File: src/rtl/uart_buffer_ctrl.sv
// Host-side buffer controller for a UART: a TX FIFO drained by a small send/wait
// state machine, and a single-entry RX holding register with overrun detection.
module uart_buffer_ctrl #(
  parameter int FIFO_DEPTH = 8,
  parameter int CNT_W      = 4
) (
  input  logic       clk,
  input  logic       rst_n,
  input  logic       wr_en,
  input  logic [7:0] wr_data,
  input  logic       rd_en,
  output logic [7:0] rd_data,
  output logic       tx_full,
  output logic       tx_empty,
  output logic       tx_busy,
  output logic       rx_valid,
  output logic       rx_overrun,
  output logic       tx_overflow,
  input  logic       err_clr,
  output logic [7:0] uart_tx_data,
  output logic       uart_tx_send,
  input  logic       uart_tx_finish,
  input  logic       uart_rx_flag,
  input  logic [7:0] uart_rx_data,
  output logic       uart_rx_flag_clr
);

  localparam int DATA_W = 8;
  localparam int PTR_W  = (FIFO_DEPTH > 1) ? $clog2(FIFO_DEPTH) : 1;

  localparam logic [1:0] ST_IDLE = 2'd0;
  localparam logic [1:0] ST_SEND = 2'd1;
  localparam logic [1:0] ST_WAIT = 2'd2;

  logic [DATA_W-1:0] fifo_mem [FIFO_DEPTH];
  logic [PTR_W-1:0]  wr_ptr;
  logic [PTR_W-1:0]  rd_ptr;
  logic [CNT_W-1:0]  count;
  logic [1:0]        state;
  logic              push;
  logic              pop;
  logic              rx_armed;
  logic              rx_capture;

  assign tx_full      = (count == CNT_W'(FIFO_DEPTH));
  assign tx_empty     = (count == '0);
  assign tx_busy      = (state != ST_IDLE);
  assign uart_tx_send = (state == ST_SEND);
  assign push         = wr_en && !tx_full;
  assign pop          = (state == ST_IDLE) && !tx_empty;
  assign rx_capture   = uart_rx_flag && rx_armed;

  // Storage is data-only; validity is tracked entirely by the pointers and count.
  always_ff @(posedge clk) begin
    if (push) fifo_mem[wr_ptr] <= wr_data;
  end

  always_ff @(posedge clk or negedge rst_n) begin
    if (!rst_n) begin
      wr_ptr      <= '0;
      rd_ptr      <= '0;
      count       <= '0;
      tx_overflow <= 1'b0;
    end else begin
      if (push) wr_ptr <= wr_ptr + 1'b1;
      if (pop)  rd_ptr <= rd_ptr + 1'b1;
      case ({push, pop})
        2'b10:   count <= count + 1'b1;
        2'b01:   count <= count - 1'b1;
        default: ;
      endcase
      // A rejected write is flagged even when a pop frees a slot in the same cycle.
      if (wr_en && tx_full) tx_overflow <= 1'b1;
      else if (err_clr)     tx_overflow <= 1'b0;
    end
  end

  always_ff @(posedge clk or negedge rst_n) begin
    if (!rst_n) begin
      state        <= ST_IDLE;
      uart_tx_data <= '0;
    end else begin
      case (state)
        ST_IDLE: if (pop) begin
          uart_tx_data <= fifo_mem[rd_ptr];
          state        <= ST_SEND;
        end
        ST_SEND: state <= ST_WAIT;
        ST_WAIT: if (uart_tx_finish) state <= ST_IDLE;
        default: state <= ST_IDLE;
      endcase
    end
  end

  // A level-high flag is taken once; the flag must be seen low before the next byte.
  always_ff @(posedge clk or negedge rst_n) begin
    if (!rst_n) begin
      rx_armed         <= 1'b1;
      uart_rx_flag_clr <= 1'b0;
      rd_data          <= '0;
      rx_valid         <= 1'b0;
      rx_overrun       <= 1'b0;
    end else begin
      uart_rx_flag_clr <= rx_capture;
      if (rx_capture)         rx_armed <= 1'b0;
      else if (!uart_rx_flag) rx_armed <= 1'b1;

      if (rx_capture && (!rx_valid || rd_en)) begin
        rd_data  <= uart_rx_data;
        rx_valid <= 1'b1;
      end else if (!rx_capture && rd_en && rx_valid) begin
        rx_valid <= 1'b0;
      end

      if (rx_capture && rx_valid && !rd_en) rx_overrun <= 1'b1;
      else if (err_clr)                     rx_overrun <= 1'b0;
    end
  end

endmodule

File: config.mk
export PLATFORM = sky130hd
export DESIGN_NAME = uart_buffer_ctrl
export DESIGN_NICKNAME = d
export VERILOG_FILES = /design/src/rtl/uart_buffer_ctrl.sv
export SDC_FILE = /design/constraint.sdc
export NUM_CORES = 1
export LEC_CHECK = 0
export CAP_MARGIN = 20
export CORE_ASPECT_RATIO = 0.75
export CORE_MARGIN = 2
export CORE_UTILIZATION = 40
export CTS_CLUSTER_SIZE = 24
export DETAILED_ROUTE_END_ITERATION = 10
export PLACE_DENSITY = 0.72
export SLEW_MARGIN = 20
export SYNTH_ARGS = -nofsm -noshare
export SYNTH_HDL_FRONTEND = slang
export SYNTH_SLANG_ARGS = --single-unit
File: constraint.sdc
create_clock -name clk -period 2.6 [get_ports clk]
set_input_delay 0.52 -clock clk [delete_from_list [all_inputs] [get_ports clk]]
set_output_delay 0.52 -clock clk [all_outputs]
set_load 0.1 [all_outputs]
==> metrics <==
Seq cells post-synth=97; post-route setup TNS=0 ps; depth of the most critical reg-to-reg path=10; Setup CP Type=register to register; CTS max path bufs=2; Root Buffer=clkbuf_16; Hold Path Class=primary input to async pin; Critical R2R Capture=count[2]; post-synthesis adder-cell area fraction=1.60%; worst-path fanout max=6; met2 Resource Use GR=22.5%; post-route insts no fill=459; dpl cells=443; R2R Path Start=count[0]; RSZ-0062 raised after global routing=no; DIE HEIGHT=89.6 um; HPWL Detailed=4720 um; mapped cell area=0.00391 mm2; Initial Util=40.8%; simple-gate portion of the synthesized area=9.09%; Leak=1.96 nW; RePlAce Congestion=0.726; worst hold slack=260 ps; DR DRC count=0; antenna violations before repair=0; count of different cell masters after synthesis=34; final setup margin=280 ps; CTS Hold Bufs=0; Filler Cell Count=803; Core Region=0.00958 mm2; max-cap viol count=0; routed vias/inst=4.91; H-tree depth=3; Final period util=89.2%; CTS tree=built; routed len/inst=15.9 um; Final Total Pwr=6.21 mW; first-pass GRT wire length=11400 um; reg2reg setup slack=280 ps; Synth Area in Compound Gates=4.06%; Critical path origin=count[0]; Sink Count=97; final-report setup violation count=0; pwr dens=1270 mW/mm2; most frequent cells in the layout=edfxtp_1, buf_4, mux2i_1, nand2_1, dfrtp_1; initial DRC count=152; share of post-route cells with drive strength above 1=22.9%; antenna cell count=0; Nets=350; Synth Instances=260; XOR/XNOR share of the synthesized area=1.79%; post-layout util=50.9%; antenna viol nets, final=0; vias in the first global route=2181; syn nets=288; Port Buffers=46; Layout Area Growth over Synthesis=24.7%; Peak Freq=431 MHz; Clk Latency, worst-skew pair=330 ps; CP endpoint kind=register; post-synthesis mux area share=10.8%; drt total wl=7280 um; GRT Util Overall=14.5%; status=finished clean; Final min period=2320 ps; Cell Area, Placed=0.00456 mm2; Worst Path Required=2850 ps; Slew @ Worst Pin=810 ps; post-route clock skew=6.96 ps; setup bufs post-CTS=0; Final Cell Area=0.00488 mm2; leading cell type in the layout, fill and taps excluded=edfxtp_1; final hold vios=0; gr busiest metal=met2; I/O pin count=47; largest family of logic cells by synthesized area=multiplexers; max-slew violations=0; Die W=118 um; Pre-Repair DR Iteration Count=4; # resized after CTS=0; GR Util met3=5.18%; TritonCTS Buffers=9; DP Worst Slack=158 ps; Clk pin slew, worst setup/hold paths=60 ps; Mean Syn Cell Area=15.0 um2; M1 GR Usage=19.8%; YS warnings=0; Via Count=2252; WP data arrival=2570 ps; row cnt=31; largest net degree at the start of global routing=35; relative slew slack=45.9%; critical path startpoint category=register; sequential fraction of the synthesis area=70.3%; die area=0.0106 mm2; Peak VDD IR=0.000530 V; Overflow after GRT=0
[synthesized netlist by cell type]
cell	instances	area [um2]
a21o_1	1	7.51
a21oi_1	2	10.0
a22oi_1	16	120
and2_1	1	6.26
and3b_1	1	8.76
buf_1	3	11.3
buf_2	3	15.0
buf_4	4	30.0
buf_6	1	11.3
dfrtp_1	32	801
dfstp_2	1	26.3
edfxtp_1	64	1920
ha_1	5	62.6
inv_1	6	22.5
inv_2	1	3.75
mux2_2	9	101
mux2i_1	32	320
nand2_1	31	116
nand2b_1	4	25.0
nand3_1	8	40.0
nand3b_1	1	7.51
nor2_1	9	33.8
nor2b_1	5	31.3
nor2b_2	1	8.76
nor3_1	2	10.0
nor3b_1	1	7.51
nor4_4	1	21.3
nor4b_4	1	23.8
o21ai_0	3	15.0
o22ai_1	1	6.26
or2_2	1	6.26
or2_4	1	8.76
xnor2_1	4	35.0
xor2_1	4	35.0
[cell type report]
class	count	area, um2	area share (%)
Timing Repair Buffer	62	528	10.8
Clock inverter	2	13.8	0.282
Sequential cell	97	2750	56.4
Inverter	7	26.3	0.539
Tap cell	132	165	3.39
Multi-Input combinational cell	145	1090	22.3
Clock buffer	14	308	6.31
[critical path, cell delays in order (launching register included)]
cell	delay (ps)
dfrtp_1	480
nor4b_4	440
nor2b_2	90
inv_1	170
ha_4	190
xor2_1	160
ha_2	200
a21oi_2	40
xor2_1	170
nor2_1	130
xor2_1	170
[worst max-delay path by stage]
stage,depth (start not counted),end
2_1_floorplan,11,count[2]
3_3_place_gp,10,count[2]
3_5_place_dp,10,count[2]
4_1_cts,10,count[2]
5_1_grt,10,count[2]
6_report,10,count[2]
[registers in the layout (all words and copies together) (netlist names)]
signal            count
fifo_mem             64
rd_data               8
rd_ptr                3
uart_rx_flag_clr      1
wr_ptr                3
uart_tx_data          8
state                 2
rx_overrun            1
count                 4
rx_valid              1
tx_overflow           1
rx_armed              1
[report_power, final]
group          total (mW)  switching [mW]  internal (mW)
combinational        2.61            1.78          0.835
sequential           2.24           0.230           2.01
clock                1.36           0.533          0.825
[per-layer routing]
layer / wire (um) / up-vias
met3: 336 / 4
met1: 3370 / 1120
met5: 0 / -
li1: - / 1079
met2: 3520 / 49
met4: 55 / 0
[kinds of logic (layout without fill, tap and decap cells)]
logic type,count (synthesis),count (layout)
buf+inv,18,85
simple gates,68,68
mux,41,41
xor+xnor,8,8
flops,97,97
fa+ha+maj,5,5
compound gates,23,23
No activity file was read; power rests on OpenSTA's default activity.
